File: src/rtl/eeprom_scan_ctrl.sv
// -----------------------------------------------------------------------------
// eeprom_scan_ctrl
//
// Autonomous periodic EEPROM scanner. Every TICK_CYCLES clocks it asks the
// read_eeprom engine for an NBYTES burst at a stepping memory address inside
// [START_ADDR..END_ADDR]. When the burst ends it publishes the captured bytes
// on burst_data with a one-cycle burst_valid pulse.
//
// Ports
//   clk, rst_n        system clock, asynchronous active-low reset
//   enable            scan enable; a burst in flight completes when it drops
//   eep_start         read request, held from START entry until busy is seen
//   eep_slave_addr    constant 7-bit I2C device address (SLAVE_ADDR)
//   eep_mem_addr      start address of the current/next burst
//   eep_nbytes        constant burst length (NBYTES)
//   eep_busy          read_eeprom busy
//   eep_data          read byte, valid with eep_byte_ready
//   eep_byte_ready    one-cycle strobe per received byte
//   burst_data        published burst, byte 0 in [7:0]
//   burst_addr        address of the published burst
//   burst_valid       one-cycle pulse when burst_* update
//   short_burst       with burst_valid: fewer than NBYTES bytes arrived
//   timeout_err       one-cycle pulse when a burst is abandoned
//   scan_busy         high while a burst is requested or being read
//   sweep_xor         XOR of all bytes captured since the last address wrap
//   sweep_done        one-cycle pulse on the burst that wraps the address
//
// Optional feature macro: SCAN_CHECKSUM_EN enables the sweep_xor/sweep_done
// checksum. When undefined both outputs are tied to 0.
// -----------------------------------------------------------------------------
`timescale 1ns/1ps

module eeprom_scan_ctrl #(
  parameter int unsigned       ADDR_W         = 16,
  parameter int unsigned       NBYTES         = 2,
  parameter logic [ADDR_W-1:0] START_ADDR     = '0,
  parameter logic [ADDR_W-1:0] END_ADDR       = ADDR_W'(8),
  parameter logic [6:0]        SLAVE_ADDR     = 7'h50,
  parameter int unsigned       TICK_CYCLES    = 65536,
  parameter int unsigned       TIMEOUT_CYCLES = 1000000
) (
  input  logic                  clk,
  input  logic                  rst_n,
  input  logic                  enable,
  output logic                  eep_start,
  output logic [6:0]            eep_slave_addr,
  output logic [ADDR_W-1:0]     eep_mem_addr,
  output logic [7:0]            eep_nbytes,
  input  logic                  eep_busy,
  input  logic [7:0]            eep_data,
  input  logic                  eep_byte_ready,
  output logic [8*NBYTES-1:0]   burst_data,
  output logic [ADDR_W-1:0]     burst_addr,
  output logic                  burst_valid,
  output logic                  short_burst,
  output logic                  timeout_err,
  output logic                  scan_busy,
  output logic [7:0]            sweep_xor,
  output logic                  sweep_done
);

  localparam int unsigned TICK_W = $clog2(TICK_CYCLES);
  localparam int unsigned TO_W   = (TIMEOUT_CYCLES > 1) ? $clog2(TIMEOUT_CYCLES) : 1;
  localparam int unsigned CNT_W  = $clog2(NBYTES + 1);
  localparam int unsigned AW1    = ADDR_W + 1;

  typedef enum logic [2:0] {
    S_IDLE,
    S_WAIT_TICK,
    S_START,
    S_READ,
    S_DONE
  } state_e;

  state_e                    state_q, state_d;
  logic [TICK_W-1:0]         tick_cnt_q;
  logic [TO_W-1:0]           to_cnt_q;
  logic [CNT_W-1:0]          byte_cnt_q, byte_cnt_d;
  logic [NBYTES-1:0]         fill_q, fill_d;
  logic [NBYTES-1:0][7:0]    cap_q, cap_d;
  logic [NBYTES-1:0][7:0]    burst_data_q, burst_data_d;
  logic [ADDR_W-1:0]         mem_addr_q, burst_addr_q, next_addr;
  logic [AW1-1:0]            step_sum, step_end;
  logic                      short_q, timeout_q;
  logic                      tick, in_scan, to_expire, publish, wrap;

  // Free-running tick while enabled; held at 0 otherwise so a re-enable
  // always waits a full period before the first burst.
  assign tick = enable && (tick_cnt_q == TICK_W'(TICK_CYCLES - 1));

  assign in_scan   = (state_q == S_START) || (state_q == S_READ);
  assign to_expire = in_scan && (to_cnt_q == TO_W'(TIMEOUT_CYCLES - 1));

  // Burst results are latched on the READ->DONE edge so they are stable
  // during the DONE cycle when burst_valid is high.
  assign publish = (state_q == S_READ) && !eep_busy && !to_expire;

  // Wrap check is done one bit wider so a burst near the top of the address
  // space cannot alias back into range.
  assign step_sum  = {1'b0, mem_addr_q} + AW1'(NBYTES);
  assign step_end  = step_sum + AW1'(NBYTES - 1);
  assign wrap      = step_end > {1'b0, END_ADDR};
  assign next_addr = wrap ? START_ADDR : step_sum[ADDR_W-1:0];

  // NOTE: every signal assigned in an always_comb gets a default first, so no
  // path leaves it unassigned and no latch is inferred.
  always_comb begin
    state_d = state_q;
    case (state_q)
      S_IDLE:      if (enable) state_d = S_WAIT_TICK;
      S_WAIT_TICK: if (!enable) state_d = S_IDLE;
                   else if (tick) state_d = S_START;
      S_START:     if (to_expire) state_d = S_WAIT_TICK;
                   else if (eep_busy) state_d = S_READ;
      S_READ:      if (to_expire) state_d = S_WAIT_TICK;
                   else if (!eep_busy) state_d = S_DONE;
      S_DONE:      state_d = enable ? S_WAIT_TICK : S_IDLE;
      default:     state_d = S_IDLE;
    endcase
  end

  // Byte capture; a strobe arriving together with busy falling still counts.
  always_comb begin
    byte_cnt_d = '0;
    fill_d     = '0;
    cap_d      = cap_q;
    if (state_q == S_READ) begin
      byte_cnt_d = byte_cnt_q;
      fill_d     = fill_q;
      if (eep_byte_ready && (byte_cnt_q < CNT_W'(NBYTES))) begin
        for (int i = 0; i < NBYTES; i++) begin
          if (byte_cnt_q == CNT_W'(i)) begin
            cap_d[i]  = eep_data;
            fill_d[i] = 1'b1;
          end
        end
        byte_cnt_d = byte_cnt_q + CNT_W'(1);
      end
    end
  end

  // Only slots filled by this burst overwrite the published data.
  always_comb begin
    burst_data_d = burst_data_q;
    for (int i = 0; i < NBYTES; i++) begin
      if (fill_d[i]) burst_data_d[i] = cap_d[i];
    end
  end

  // NOTE: sequential state uses non-blocking assignments so every register
  // samples pre-edge values regardless of block ordering.
  always_ff @(posedge clk or negedge rst_n) begin
    if (!rst_n) begin
      state_q      <= S_IDLE;
      tick_cnt_q   <= '0;
      to_cnt_q     <= '0;
      byte_cnt_q   <= '0;
      fill_q       <= '0;
      mem_addr_q   <= START_ADDR;
      burst_data_q <= '0;
      burst_addr_q <= '0;
      short_q      <= 1'b0;
      timeout_q    <= 1'b0;
    end else begin
      state_q    <= state_d;
      tick_cnt_q <= (!enable || tick) ? '0 : tick_cnt_q + TICK_W'(1);
      to_cnt_q   <= in_scan ? to_cnt_q + TO_W'(1) : '0;
      byte_cnt_q <= byte_cnt_d;
      fill_q     <= fill_d;
      timeout_q  <= to_expire;
      if (state_q == S_DONE) mem_addr_q <= next_addr;
      if (publish) begin
        burst_data_q <= burst_data_d;
        burst_addr_q <= mem_addr_q;
        short_q      <= (byte_cnt_d < CNT_W'(NBYTES));
      end
    end
  end

  // NOTE: the capture buffer is data-only and always qualified by fill_q, so it
  // needs no reset.
  always_ff @(posedge clk) begin
    cap_q <= cap_d;
  end

  assign eep_start      = (state_q == S_START);
  assign scan_busy      = in_scan;
  assign eep_slave_addr = SLAVE_ADDR;
  assign eep_nbytes     = 8'(NBYTES);
  assign eep_mem_addr   = mem_addr_q;
  assign burst_data     = burst_data_q;
  assign burst_addr     = burst_addr_q;
  assign burst_valid    = (state_q == S_DONE);
  assign short_burst    = (state_q == S_DONE) && short_q;
  assign timeout_err    = timeout_q;

`ifdef SCAN_CHECKSUM_EN
  logic [7:0] acc_q, burst_xor;

  always_comb begin
    burst_xor = '0;
    for (int i = 0; i < NBYTES; i++) begin
      if (fill_d[i]) burst_xor = burst_xor ^ cap_d[i];
    end
  end

  // Accumulate on publish; the wrapping DONE reports the final value and the
  // accumulator restarts on the following cycle.
  always_ff @(posedge clk or negedge rst_n) begin
    if (!rst_n) begin
      acc_q <= '0;
    end else if ((state_q == S_DONE) && wrap) begin
      acc_q <= '0;
    end else if (publish) begin
      acc_q <= acc_q ^ burst_xor;
    end
  end

  assign sweep_xor  = acc_q;
  assign sweep_done = (state_q == S_DONE) && wrap;
`else
  assign sweep_xor  = 8'h00;
  assign sweep_done = 1'b0;
`endif

endmodule

File: config.mk
export PLATFORM = sky130hd
export DESIGN_NAME = eeprom_scan_ctrl
export DESIGN_NICKNAME = d
export VERILOG_FILES = /design/src/rtl/eeprom_scan_ctrl.sv
export SDC_FILE = /design/constraint.sdc
export NUM_CORES = 1
export LEC_CHECK = 0
export BUFFER_PORTS_ARGS = -buffer_cell sky130_fd_sc_hd__buf_2
export CORE_UTILIZATION = 45
export CTS_CLUSTER_DIAMETER = 120
export CTS_CLUSTER_SIZE = 10
export DETAILED_ROUTE_END_ITERATION = 7
export PLACE_DENSITY = 0.67
export SYNTH_ARGS = -nofsm -noshare
export SYNTH_HDL_FRONTEND = slang
export SYNTH_SLANG_ARGS = --single-unit
File: constraint.sdc
create_clock -name clk -period 2.6 [get_ports clk]
set_clock_uncertainty 0.1 [all_clocks]
set_input_delay 0.26 -clock clk [delete_from_list [all_inputs] [get_ports clk]]
set_output_delay 0.26 -clock clk [all_outputs]
set_load 0.05 [all_outputs]
==> results_dict.tcl, run 1 <==
set metrics [dict create \
    crit_end "burst_data[2]" \
    nets 519 \
    h-tree-depth 3 \
    firstDrtPassIters 4 \
    wl_per_cell_microns 14.0 \
    overflow 0 \
    cp-end-kind "flip-flop" \
    cts_repair_resize_count 0 \
    crit_type "flip-flop to flip-flop" \
    worst-path-max-fanout 8 \
    ant_nets 0 \
    reg2reg_slack_ns 0.29 \
    worst_slew_pin_slew_ns 0.600 \
    die_y_microns 106 \
    leakagePower_nw 2.69 \
    postSynthAreaPerCell_sq_um 11.3 \
    ys_seq_area_share_pct 53.2 \
    cts_sinks 107 \
    ys_types 51 \
    finalHoldViolations 0 \
    path_clk_slew_ns 0.12 \
    drtIter0Drc 120 \
    cts_buffers 9 \
    layout_common_cells "dfrtp_1 (91), buf_2 (62), mux2_2 (47)" \
    clockBufferDepth 2 \
    startpoint "to_cnt_q[0]" \
    antenna_found_initial 0 \
    async_flop_share_pct 85.0 \
    fmax_mhz 432 \
    ctsHoldBuffers 1 \
    period_needed_ns 2.31 \
    power_density_nw_per_um2 522 \
    dpl.hpwl_mm 6.36 \
    core_area_sq_um 10400 \
    synth-edff-count 0 \
    slew_violations 0 \
    drive_above_1_share_pct 27.9 \
    cap_violations 0 \
    place_ws_ns 0.273 \
    status "finished, final reports clean" \
    wl_met3_microns 382 \
    routedLengthMet1_mm 3.99 \
    whs_ns 0.0312 \
    synthToLayoutAreaGrowth_pct 12.4 \
    synth_seq_cells 107 \
    grt_use_total_pct 17.3 \
    die_x_microns 106 \
    dieArea_sq_um 11300 \
    grt_pass1_wl_mm 15.4 \
    setup_viol 0 \
    slew_headroom_pct 60.0 \
    finalCritPeriodShare_pct 89.0 \
    rsz0062_at_grt "false" \
    drc_errors 0 \
    cts_tree "yes" \
    setup_slack_ns 0.286 \
    fin_area_sq_um 5490 \
    wirelength_mm 8.98 \
    finalSetupTns_ns 0 \
    ios 90 \
    p_total_mw 2.86 \
    cts_root_buffer "clkbuf_8" \
    placed_cell_area_sq_um 5260 \
    grt_pass1_vias 3258 \
    top_layer_used "met4" \
    syn_inst 432 \
    grt_start_max_net_pins 47 \
    port_buffers 63 \
    gp_congestion 0.824 \
    wl_met2_mm 4.54 \
    cts_setup_buffers 0 \
    synth-warning-count 0 \
    syn-cell-area_sq_um 4880 \
    antenna_cells 0 \
    via_count 3313 \
    holdCritPathClass "input pin to flip-flop" \
    clk_latency_ns 0.37 \
    via_per_inst 5.17 \
    r2r-end "burst_data[2]" \
    rr_startpoint "to_cnt_q[0]" \
    critPathLaunchType "flip-flop" \
    worstPathRequired_ns 2.77 \
    ir_worst_vdd_v 0.000314 \
    r2r_cells 6 \
    rows 37 \
    mostFrequentLayoutCell "dfrtp_1" \
    crit_arrival_ns 2.48 \
    synthFlopType "dfrtp_1" \
    start_util_pct 46.9 \
]
[registers in the layout, summed over array words and instances, names as in the netlist]
name	count
to_cnt_q	20
burst_data	16
cap_q	16
tick_cnt_q	16
burst_addr	15
eep_mem_addr	15
state_q	3
byte_cnt_q	2
fill_q	2
short_q	1
timeout_err	1
[metal layers]
metal | vias to the layer above | global-route usage [%]
met3 | 8 | 4.48
li1 | 1579 | -
met5 | - | 0
met1 | 1650 | 22.0
met2 | 76 | 29.0
met4 | 0 | 4.76
[stage by stage]
stage | util [%] | cells
floorplan | - | 456
global route | 52.7 | 641
detailed placement | 50.5 | 624
global placement | 50.5 | 624
CTS | 52.7 | 641
finish | 52.7 | 641
[power by group]
part	total [mW]	switching, mW	internal, mW	leakage (nW)
registers	1.67	0.00815	1.66	1.39
logic	0.153	0.133	0.0204	1.19
clock network	1.04	0.645	0.391	0.103
total	2.86	0.786	2.08	2.69
[worst min-delay path by stage]
stage	slack, ns	from	end	depth (start not counted)
after detailed placement	0.21	rst_n	burst_data[7]	1
after CTS	0.02	eep_data[3]	cap_q[11]	2
after global placement	0.20	rst_n	burst_data[7]	1
after floorplan	-0.14	rst_n	burst_addr[10]	0
final	0.03	eep_data[7]	cap_q[7]	2
after global routing	0.01	eep_data[4]	cap_q[4]	2
[logic make-up (layout without fill, tap and decap cells)]
| kind of cell | after synthesis | count (layout) | share of synthesized area (%) |
|---|---|---|---|
| AOI/OAI and AO/OA | 27 | 27 | 3.59 |
| xor gates and xnor gates | 31 | 31 | 5.56 |
| adders and majority gates | 6 | 6 | 1.54 |
| buffers and inverters | 43 | 92 | 5.51 |
| DFF | 107 | 107 | 53.2 |
| muxes | 49 | 49 | 11.3 |
| other | 2 | 26 | 0.154 |
| and+or+nand+nor | 167 | 167 | 19.2 |
[critical path: stages (launching register included)]
cell	delay, ns
dfrtp_1	0.40
ha_1	0.23
and3_4	0.19
and3_1	0.25
a21o_4	0.27
nor3_4	0.38
mux2_2	0.39
[area by class of cell]
type                    instances  area [sq um]
well taps                     136           170
clock inverters                 7          92.6
multi-input cells             306          2110
fillers                       924          4930
flip-flops and latches        107          2600
inverters                       9          33.8
clock buffers                   9           124
repair buffers                 67           363
[cell usage after synthesis, drive strengths merged (2+ instances only)]
cell / n / area share (%)
a21boi: 2 / 0.31
a21o: 2 / 0.46
a21oi: 7 / 0.72
and2: 9 / 1.2
and3: 8 / 1.1
and4: 7 / 1.3
buf: 28 / 4.3
clkbuf: 6 / 0.49
conb: 2 / 0.15
dfrtp: 91 / 47
dfxtp: 16 / 6.6
ha: 6 / 1.5
inv: 9 / 0.69
mux2: 48 / 11
nand2: 19 / 1.5
nand2b: 3 / 0.38
nand3: 17 / 1.7
nand4: 13 / 1.7
nor2: 47 / 4.0
nor2b: 15 / 1.9
nor3: 8 / 1.3
nor3b: 2 / 0.31
nor4: 5 / 0.64
o21ai: 7 / 0.72
o22ai: 3 / 0.38
o31ai: 2 / 0.31
or2: 3 / 0.38
or3: 4 / 0.51
or4: 2 / 0.31
xnor2: 17 / 3.0
xor2: 14 / 2.5
(Power assumes the default switching activity.)
==> run 2: changes to the inputs <==
CELL_PAD_IN_SITES_DETAIL_PLACEMENT = 1   (was not set)
CELL_PAD_IN_SITES_GLOBAL_PLACEMENT = 2   (was not set)
CORE_UTILIZATION = 36   (was 45)
PLACE_DENSITY = not set   (was 0.67)
PLACE_DENSITY_LB_ADDON = 0.1   (was not set)
==> run 2 against run 1 <==
Sequential power is essentially flat. Maximum frequency increased by 0.66%. Total power up 9.9%. Sequential share of layout area fell by 1.1 points. Cell area is 2.3% higher. First-iteration DRC count increased by 16%. Critical path depth is the same. Hold slack gained 0.032 ns. Via count increased by 0.15%. Final cell count is 6.6% higher. Sequential cell count unchanged. Critical endpoint is now burst_data[5]. Highest routed layer unchanged.
==> results_dict.tcl, run 2 (same netlist as run 1, synthesis figures left out) <==
set metrics [dict create \
    clockBufferDepth 2 \
    max_flop_register "to_cnt_q" \
    power_density_nw_per_um2 560 \
    drc_errors 0 \
    multiInputGateArea_sq_um 2110 \
    grt_pass1_wl_mm 17.7 \
    cts_sinks 107 \
    antenna_found_initial 0 \
    worst_slew_pin_slew_ns 0.648 \
    dpl.hpwl_mm 7.18 \
    nFillCells 1493 \
    grt_pass1_vias 3450 \
    h-tree-depth 3 \
    r2r-end "burst_data[5]" \
    wl_met3_microns 418 \
    drtIter0Drc 139 \
    reg2reg_slack_ns 0.30 \
    rsz0062_at_grt "false" \
    path_clk_slew_ns 0.07 \
    place_ws_ns 0.306 \
    die_x_microns 118 \
    worst-path-max-fanout 8 \
    die_y_microns 118 \
    crit_arrival_ns 2.44 \
    overflow 0 \
    largest_reg_flops 20 \
    status "finished, final reports clean" \
    slew_violations 0 \
    top_layer_used "met4" \
    place_inst 666 \
    grt_use_total_pct 16.1 \
    cts_buffers 9 \
    start_util_pct 36.9 \
    slew_headroom_pct 56.8 \
    grt_start_max_net_pins 49 \
    finalCritPeriodShare_pct 88.4 \
    wl_per_cell_microns 15.1 \
    finalHoldViolations 0 \
    firstDrtPassIters 4 \
    clk_latency_ns 0.35 \
    cap_violations 0 \
    port_buffers 63 \
    holdCritPathClass "input pin to flip-flop" \
    routedLengthMet1_mm 4.88 \
    layout_common_cells "dfrtp_1 (91), buf_2 (62), mux2_2 (47)" \
    wirelength_mm 10.3 \
    p_total_mw 3.15 \
    drive_above_1_share_pct 27.8 \
    cp-end-kind "flip-flop" \
    crit_type "flip-flop to flip-flop" \
    mostFrequentLayoutCell "dfrtp_1" \
    ios 90 \
    synthToLayoutAreaGrowth_pct 15.0 \
    worstPathRequired_ns 2.74 \
    ir_worst_vdd_v 0.000335 \
    nets 521 \
    finalSetupTns_ns 0 \
    dieArea_sq_um 14000 \
    stdcell_count 683 \
    cts_tree "yes" \
    via_per_inst 4.86 \
    rows 42 \
    cts_root_buffer "clkbuf_16" \
    core_area_sq_um 13200 \
    seqCellArea_sq_um 2600 \
    final_util_pct 42.4 \
    antenna_cells 0 \
    critPathLaunchType "flip-flop" \
    ant_nets 0 \
    fmax_mhz 435 \
    period_needed_ns 2.30 \
    rr_startpoint "to_cnt_q[0]" \
    r2r_cells 6 \
    via_count 3318 \
    setup_viol 0 \
    leakagePower_nw 2.74 \
    setup_slack_ns 0.301 \
    crit_end "burst_data[5]" \
    startpoint "to_cnt_q[0]" \
    gp_congestion 0.717 \
    wl_met2_mm 4.87 \
]
-- run 2: power by group --
part	internal, mW	switching (mW)	leakage [nW]
clock	0.669	0.649	0.137
combinational	0.0212	0.135	1.20
sequential	1.66	0.00793	1.39
total	2.35	0.792	2.74
-- run 2: layer usage --
| layer | vias up | track usage (%) |
|---|---|---|
| li1 | 1587 | - |
| met1 | 1663 | 21.4 |
| met2 | 60 | 25.6 |
| met3 | 8 | 4.68 |
| met4 | 0 | 4.03 |
| met5 | - | 0 |
-- run 2: final cells by class --
type	count	share of cell area, %
Sequential cell	107	46.3
Multi-Input combinational cell	306	37.5
Timing Repair Buffer	69	6.73
Clock buffer	11	4.15
Tap cell	176	3.92
Clock inverter	5	0.825
Inverter	9	0.602
-- run 2: stage by stage --
| step | hold slack (ns) | area (sq um) |
|---|---|---|
| finish | 0.0632 | 5610 |
| global route | 0.0554 | 5610 |
| CTS | 0.0505 | 5610 |
| detailed placement | 0.238 | 5330 |
| global placement | 0.239 | 5330 |
| floorplan | -0.136 | 4970 |
-- run 2: worst max-delay path, stage by stage, from the launching register on --
cell	delay (ns)
dfrtp_1	0.39
ha_1	0.23
and3_4	0.20
and3_1	0.26
a21o_4	0.27
nor3_4	0.34
mux2_2	0.39
-- run 2: how the worst min path moves through the flow --
stage | startpoint | end | slack [ns] | cells past startpoint
3_3_place_gp | rst_n | tick_cnt_q[9] | 0.24 | 1
5_1_grt | eep_data[7] | cap_q[15] | 0.06 | 2
2_1_floorplan | rst_n | burst_addr[10] | -0.14 | 0
6_report | eep_data[4] | cap_q[4] | 0.06 | 2
3_5_place_dp | rst_n | tick_cnt_q[9] | 0.24 | 1
4_1_cts | eep_data[4] | cap_q[4] | 0.05 | 2
-- run 2: what timing repair did --
item | in CTS | in global routing
hold buffers | 1 | 0
resized for setup | 0 | 0
buffers inserted | 0 | 0
hold endpoints to repair | 46 | 0
